===== src/rtl/uart_pkg.sv =====
// Shared UART definitions: receiver/transmitter state encodings, frame width and
// the baud divider computation used to size the oversampling tick.
package uart_pkg;

  typedef enum logic [2:0] {
    IDLE      = 3'd0,
    START     = 3'd1,
    DATA      = 3'd2,
    STOP      = 3'd3,
    WAIT_HIGH = 3'd4
  } uart_state_e;

  localparam int DATA_BITS = 8;

  // Rounded clocks-per-tick, never below 1 so the tick counter always advances.
  function automatic int calc_div(int clk_hz, int baud, int oversample);
    int d;
    d = (clk_hz + (baud * oversample) / 2) / (baud * oversample);
    return (d < 1) ? 1 : d;
  endfunction

endpackage


===== src/rtl/uart_rx_if.sv =====
// Receive-side byte handshake between the UART receiver and its consumer.
interface uart_rx_if;
  import uart_pkg::*;

  // rx_valid rises with a byte in rx_data and both hold until a cycle where
  // rx_valid && rx_ready, which consumes the byte; framing_err/overrun are 1-cycle pulses.
  logic [DATA_BITS-1:0] rx_data;
  logic                 rx_valid;
  logic                 rx_ready;
  logic                 framing_err;
  logic                 overrun;

  modport master (
    output rx_data, rx_valid, framing_err, overrun,
    input  rx_ready
  );

  modport slave (
    input  rx_data, rx_valid, framing_err, overrun,
    output rx_ready
  );

endinterface


===== src/rtl/uart_baud_tick.sv =====
// Oversampling tick generator: one-cycle tick every DIV clocks, held off and
// zeroed while restart is high so the first tick lands DIV clocks after release.
module uart_baud_tick #(
  parameter int DIV = 27
) (
  input  logic clk,
  input  logic rst,
  input  logic restart,
  output logic tick
);

  localparam int             CW   = (DIV > 1) ? $clog2(DIV) : 1;
  localparam logic [CW-1:0]  LAST = CW'(DIV - 1);

  logic [CW-1:0] cnt;

  always_ff @(posedge clk) begin
    if (rst || restart) begin
      cnt <= '0;
    end else if (cnt == LAST) begin
      cnt <= '0;
    end else begin
      cnt <= cnt + CW'(1);
    end
  end

  assign tick = !restart && (cnt == LAST);

endmodule


===== src/rtl/uart_rx.sv =====
// 8N1 UART receiver: synchronised line, falling-edge start detect, mid-bit
// sampling on oversampled ticks, and a single-entry valid/ready holding register.
module uart_rx
  import uart_pkg::*;
#(
  parameter int CLK_HZ     = 50_000_000,
  parameter int BAUD       = 115200,
  parameter int OVERSAMPLE = 16
) (
  input  logic         CLOCK_50,
  input  logic         reset,
  input  logic         UART_RX,
  uart_rx_if.master    rx,
  output uart_state_e  state_dbg
);

  localparam int DIV = calc_div(CLK_HZ, BAUD, OVERSAMPLE);
  localparam int SW  = $clog2(OVERSAMPLE);
  localparam int BW  = $clog2(DATA_BITS);
  localparam logic [SW-1:0] SAMPLE_MID  = SW'(OVERSAMPLE / 2 - 1);
  localparam logic [SW-1:0] SAMPLE_LAST = SW'(OVERSAMPLE - 1);
  localparam logic [BW-1:0] BIT_LAST    = BW'(DATA_BITS - 1);

  uart_state_e          state, state_nxt;
  logic                 sync1, sync2, line_prev;
  logic                 line, fall, tick, restart;
  logic [SW-1:0]        sample_cnt;
  logic [BW-1:0]        bit_cnt;
  logic [DATA_BITS-1:0] shift, data_q;
  logic                 valid_q, ferr_q, ovr_q;
  logic                 samp_clr, samp_inc, bit_clr, bit_shift, byte_done, frame_bad;

  assign line      = sync2;
  assign fall      = line_prev && !line;
  assign restart   = (state == IDLE);
  assign state_dbg = state;

  uart_baud_tick #(.DIV(DIV)) u_tick (
    .clk     (CLOCK_50),
    .rst     (reset),
    .restart (restart),
    .tick    (tick)
  );

  always_ff @(posedge CLOCK_50) begin
    if (reset) state <= IDLE;
    else       state <= state_nxt;
  end

  always_comb begin
    state_nxt = state;
    case (state)
      IDLE:      if (fall) state_nxt = START;
      START:     if (tick && sample_cnt == SAMPLE_MID) state_nxt = line ? IDLE : DATA;
      DATA:      if (tick && sample_cnt == SAMPLE_LAST && bit_cnt == BIT_LAST) state_nxt = STOP;
      STOP:      if (tick && sample_cnt == SAMPLE_LAST) state_nxt = line ? IDLE : WAIT_HIGH;
      WAIT_HIGH: if (line) state_nxt = IDLE;
      default:   state_nxt = IDLE;
    endcase
  end

  always_comb begin
    samp_clr  = 1'b0;
    samp_inc  = 1'b0;
    bit_clr   = 1'b0;
    bit_shift = 1'b0;
    byte_done = 1'b0;
    frame_bad = 1'b0;
    case (state)
      IDLE: begin
        samp_clr = 1'b1;
        bit_clr  = 1'b1;
      end
      START: if (tick) begin
        if (sample_cnt == SAMPLE_MID) samp_clr = 1'b1;
        else                          samp_inc = 1'b1;
      end
      DATA: if (tick) begin
        if (sample_cnt == SAMPLE_LAST) begin
          samp_clr  = 1'b1;
          bit_shift = 1'b1;
        end else begin
          samp_inc = 1'b1;
        end
      end
      STOP: if (tick) begin
        if (sample_cnt == SAMPLE_LAST) begin
          samp_clr  = 1'b1;
          byte_done = line;
          frame_bad = !line;
        end else begin
          samp_inc = 1'b1;
        end
      end
      default: ;
    endcase
  end

  always_ff @(posedge CLOCK_50) begin
    if (reset) begin
      sync1      <= 1'b1;
      sync2      <= 1'b1;
      line_prev  <= 1'b1;
      sample_cnt <= '0;
      bit_cnt    <= '0;
      shift      <= '0;
      data_q     <= '0;
      valid_q    <= 1'b0;
      ferr_q     <= 1'b0;
      ovr_q      <= 1'b0;
    end else begin
      sync1     <= UART_RX;
      sync2     <= sync1;
      line_prev <= sync2;

      if (samp_clr)      sample_cnt <= '0;
      else if (samp_inc) sample_cnt <= sample_cnt + SW'(1);

      if (bit_clr)        bit_cnt <= '0;
      else if (bit_shift) bit_cnt <= (bit_cnt == BIT_LAST) ? '0 : bit_cnt + BW'(1);

      // LSB arrives first, so shift in from the top.
      if (bit_shift) shift <= {line, shift[DATA_BITS-1:1]};

      ferr_q <= frame_bad;
      ovr_q  <= byte_done && valid_q && !rx.rx_ready;

      // A completing byte may replace a held one only if it is consumed this cycle.
      if (byte_done) begin
        if (!valid_q || rx.rx_ready) begin
          data_q  <= shift;
          valid_q <= 1'b1;
        end
      end else if (valid_q && rx.rx_ready) begin
        valid_q <= 1'b0;
      end
    end
  end

  assign rx.rx_data     = data_q;
  assign rx.rx_valid    = valid_q;
  assign rx.framing_err = ferr_q;
  assign rx.overrun     = ovr_q;

endmodule


===== src/flat_wrapper.sv =====
// flat-port wrapper written by rule: the top's interface ports become plain ports
module uart_rx_flat import uart_pkg::*;
#(
  parameter int CLK_HZ     = 50_000_000,
  parameter int BAUD       = 115200,
  parameter int OVERSAMPLE = 16
)
  (CLOCK_50, reset, UART_RX, state_dbg, rx_rx_data, rx_rx_valid, rx_framing_err, rx_overrun, rx_rx_ready);
  uart_rx_if rx_i ();
  input  logic CLOCK_50;
  input  logic reset;
  input  logic UART_RX;
  output uart_state_e state_dbg;
  output wire logic [$bits(rx_i.rx_data)-1:0] rx_rx_data;
  output wire logic [$bits(rx_i.rx_valid)-1:0] rx_rx_valid;
  output wire logic [$bits(rx_i.framing_err)-1:0] rx_framing_err;
  output wire logic [$bits(rx_i.overrun)-1:0] rx_overrun;
  input wire logic [$bits(rx_i.rx_ready)-1:0] rx_rx_ready;
  assign rx_rx_data = rx_i.rx_data;
  assign rx_rx_valid = rx_i.rx_valid;
  assign rx_framing_err = rx_i.framing_err;
  assign rx_overrun = rx_i.overrun;
  assign rx_i.rx_ready = rx_rx_ready;
  uart_rx #(.CLK_HZ(CLK_HZ), .BAUD(BAUD), .OVERSAMPLE(OVERSAMPLE)) u_core (.CLOCK_50(CLOCK_50), .reset(reset), .UART_RX(UART_RX), .rx(rx_i), .state_dbg(state_dbg));
endmodule

===== config.mk =====
export PLATFORM = sky130hd
export DESIGN_NAME = uart_rx_flat
export DESIGN_NICKNAME = d
export VERILOG_FILES = /design/src/rtl/uart_pkg.sv /design/src/rtl/uart_rx_if.sv /design/src/rtl/uart_baud_tick.sv /design/src/rtl/uart_rx.sv /design/src/flat_wrapper.sv
export SDC_FILE = /design/constraint.sdc
export NUM_CORES = 1
export LEC_CHECK = 0
export ABC_AREA = 1
export BUFFER_PORTS_ARGS = -buffer_cell sky130_fd_sc_hd__clkbuf_2
export CAP_MARGIN = 5
export CORE_AREA = 2 2 78 80
export CTS_BUF_LIST = sky130_fd_sc_hd__clkbuf_8 sky130_fd_sc_hd__clkbuf_16
export DETAILED_ROUTE_END_ITERATION = 10
export DIE_AREA = 0 0 80 82
export GPL_TIMING_DRIVEN = 0
export REMOVE_ABC_BUFFERS = 1
export SYNTH_ARGS = -nofsm -noshare
export SYNTH_HDL_FRONTEND = slang
export SYNTH_SLANG_ARGS = --single-unit

===== constraint.sdc =====
create_clock -name CLOCK_50 -period 1.68 [get_ports CLOCK_50]
set_input_delay 0.168 -clock CLOCK_50 [delete_from_list [all_inputs] [get_ports CLOCK_50]]
set_output_delay 0.168 -clock CLOCK_50 [all_outputs]
set_load 0.02 [all_outputs]

==> metrics.cfg <==
[place]
gp_congestion = 0.794
dp_hpwl_um = 2120
io_buffer_count = 17

[cells_and_area]
fillers = 626
diodes = 0
drive_gt1_frac = 0.259
area_delta_synth_final_pct = 18.9
multi_input_area_um2 = 802
final-seq-area_um2 = 742
nets = 255
postLayoutCoreUtil = 0.345

[logic_synthesis]
synth_xor_area_frac = 0.0211
synthArstFlopShare = 0
synth_ff_type = dfxtp_1
syn_area_um2 = 1660
synth_compound_area_frac = 0.126
syn_avg_cell_area_um2 = 7.60
synth_simple_gate_area_share = 0.288
synth-edff-count = 0
ys_ff_latch = 37
ys_seq_area_frac = 0.445
synthCells = 219
synth_top_family_by_area = simple AND/OR/NAND/NOR gates
yosys_warnings = 0
synthAdderAreaFrac = 0.0376
yosysUniqueCellTypes = 26
synthMuxAreaShare = 0

[route]
final_antenna_net_count = 0
drc = 0
top_layer = met4
wl_met2_um = 1450
wire_per_inst_um = 9.66
drt_iter0_markers = 53
finalWirelength_um = 3110
wl_met3_um = 133
vias = 1395
drt-met1-wl_um = 1460
vias_per_cell = 4.33
dr.pass1.iters = 4

[floorplanning]
initial_core_util = 0.290
die_w_um = 80
row_count = 28
pin_count = 18
core_um2 = 5750
die_y_um = 82
fp.dieArea_um2 = 6560

[power]
vdd_drop_max_uv = 358
seq_power_share = 0.469
p_per_area_nw_per_um2 = 1070
swShare = 0.356
power_switching_uw = 750
total_power_uw = 2110
power_leakage_uw = 0.000799
power_frac_comb = 0.247
p_int_uw = 1360
pwr-share-clk = 0.284

[critical_path]
cp_max_fo = 8
crit_type = reg2reg
critPathCaptureType = flop
r2r_slack_ns = 0.13
crit_path_start_kind = flop
worstPathArrival_ns = 1.73
required_ns = 1.86

[status]
status = completed

[clock_tree]
clockBufferDepth = 2
clockRootBuffer = clkbuf_8
clock_latency_ns = 0.29
clkTransAtPathRegs_ns = 0.07
cts_made_buffers = 5
clock_sinks = 37
h-tree-depth = 2
cts_tree = yes

[sta]
timing.final.crit_period_ns = 1.55
relSlewSlack = 0.613
finClkSkew_ns = 0.00245
max_slew.worst_pin.slew_ns = 0.579
period_share = 0.923
rsz0062_at_grt = false
slew_viol_final = 0
fmax_mhz = 645
hold_viol_final = 0
setup_viol_count_final = 0

[global_route]
grt_pass1_vias = 1338
grt_util_all_layers = 0.113
overflow = 0
grt_pass1_wl_um = 5720
antenna_found_initial = 0
grt_max_degree = 21

[run]
max_cap_viol_count = 0

[min_path]
min_path_type = in2reg

final cells by class:
| type | count | area share |
|---|---|---|
| clock buffer | 5 | 0.0348 |
| tap | 75 | 0.0474 |
| multi-input combinational | 147 | 0.405 |
| timing repair buffer | 24 | 0.0695 |
| sequential | 37 | 0.375 |
| clock inverter | 3 | 0.00885 |
| inverter | 31 | 0.0594 |
repair_timing:
item | 4_1_cts | 5_1_grt
pin swaps | 2 | 2
cloned | 1 | 0
setup endpoints to repair | 11 | 15
setup buffers | 4 | 3
hold buffers | 0 | 0
resized for setup | 0 | 3
sequential cells by signal, indices dropped and copies added (netlist names), 3 cells and up:
signal / count
u_core.bit_cnt: 3
u_core.rx.rx_data: 8
u_core.sample_cnt: 4
u_core.shift: 8
u_core.state_dbg: 3
u_core.u_tick.cnt: 5
cell families (layout without fill, tap and decap cells):
| family | after synthesis | count (layout) |
|---|---|---|
| compound gates | 37 | 37 |
| simple gates | 100 | 101 |
| xor+xnor | 4 | 4 |
| flops | 37 | 37 |
| buf+inv | 36 | 63 |
| fa+ha+maj | 5 | 5 |
worst paths after layout:
kind / startpoint / end / cells past startpoint
worst max-delay path: u_core.sample_cnt[1] / u_core.rx.rx_data[1] / 8
worst min-delay path: UART_RX / u_core.sync1 / 2
worst max register to register: u_core.sample_cnt[1] / u_core.rx.rx_data[1] / 8
worst min register to register: u_core.sync1 / u_core.line / 1
metal layers:
metal | track usage | vias up
met5 | 0 | -
met4 | 0.0542 | 0
met3 | 0.0374 | 6
met2 | 0.189 | 21
met1 | 0.129 | 608
li1 | - | 760
power by group through the flow:
stage / Combinational, uW / Sequential [uW] / Clock, uW
floorplan: 383 / 1020 / 0
global placement: 520 / 1010 / 0
detailed placement: 520 / 1010 / 0
CTS: 524 / 989 / 629
global route: 613 / 996 / 675
finish: 522 / 989 / 600
synthesized netlist by cell type (3+ instances only):
| cell | instances | area (um2) |
|---|---|---|
| nand3_1 | 7 | 35.0 |
| nor2_4 | 3 | 33.8 |
| o21ai_1 | 9 | 45.0 |
| a21oi_2 | 4 | 35.0 |
| clkbuf_1 | 4 | 15.0 |
| nand4_1 | 9 | 56.3 |
| inv_2 | 10 | 37.5 |
| or2_2 | 3 | 18.8 |
| inv_1 | 20 | 75.1 |
| nor2_2 | 3 | 18.8 |
| dfxtp_1 | 37 | 741 |
| nand2_1 | 44 | 165 |
| a21oi_1 | 21 | 105 |
| ha_1 | 5 | 62.6 |
| nand2_2 | 3 | 18.8 |
| xor2_1 | 4 | 35.0 |
| nor2_1 | 24 | 90.1 |
stage by stage:
| stage | setup slack (ns) | instance area [um2] | setup TNS, ns | cells | hold slack (ns) |
|---|---|---|---|---|---|
| detailed placement | -0.391 | 1820 | -3.91 | 306 | 0.353 |
| finish | 0.129 | 1980 | 0 | 322 | 0.0560 |
| floorplan | -0.0444 | 1640 | -0.355 | 214 | 0.236 |
| global route | 0.00729 | 1980 | 0 | 322 | 0.0521 |
| CTS | 0.0412 | 1950 | 0 | 319 | 0.0487 |
| global placement | -0.418 | 1820 | -4.08 | 306 | 0.350 |
critical path, stage by stage (launching register included):
cell	delay, ns
dfxtp_1	0.35
ha_1	0.19
nand2_1	0.11
nor2_4	0.18
nand3_4	0.15
nor2_4	0.22
nand4_1	0.10
nand2_1	0.09
nor2_1	0.05
cell usage in the layout, fill, tap and decap left out, types with 3 or more instances in the layout:
cell type	instances
nand2_1	44
clkbuf_2	17
nor2_1	24
a21oi_2	4
inv_2	10
ha_1	5
nand2_2	3
nand4_1	10
a21oi_1	21
clkinv_2	3
clkbuf_8	5
nor2_4	5
buf_4	7
nand3_1	7
or2_2	3
inv_1	20
o21ai_1	9
xor2_1	4
dfxtp_1	36
No activity file was read; power rests on OpenSTA's default activity.
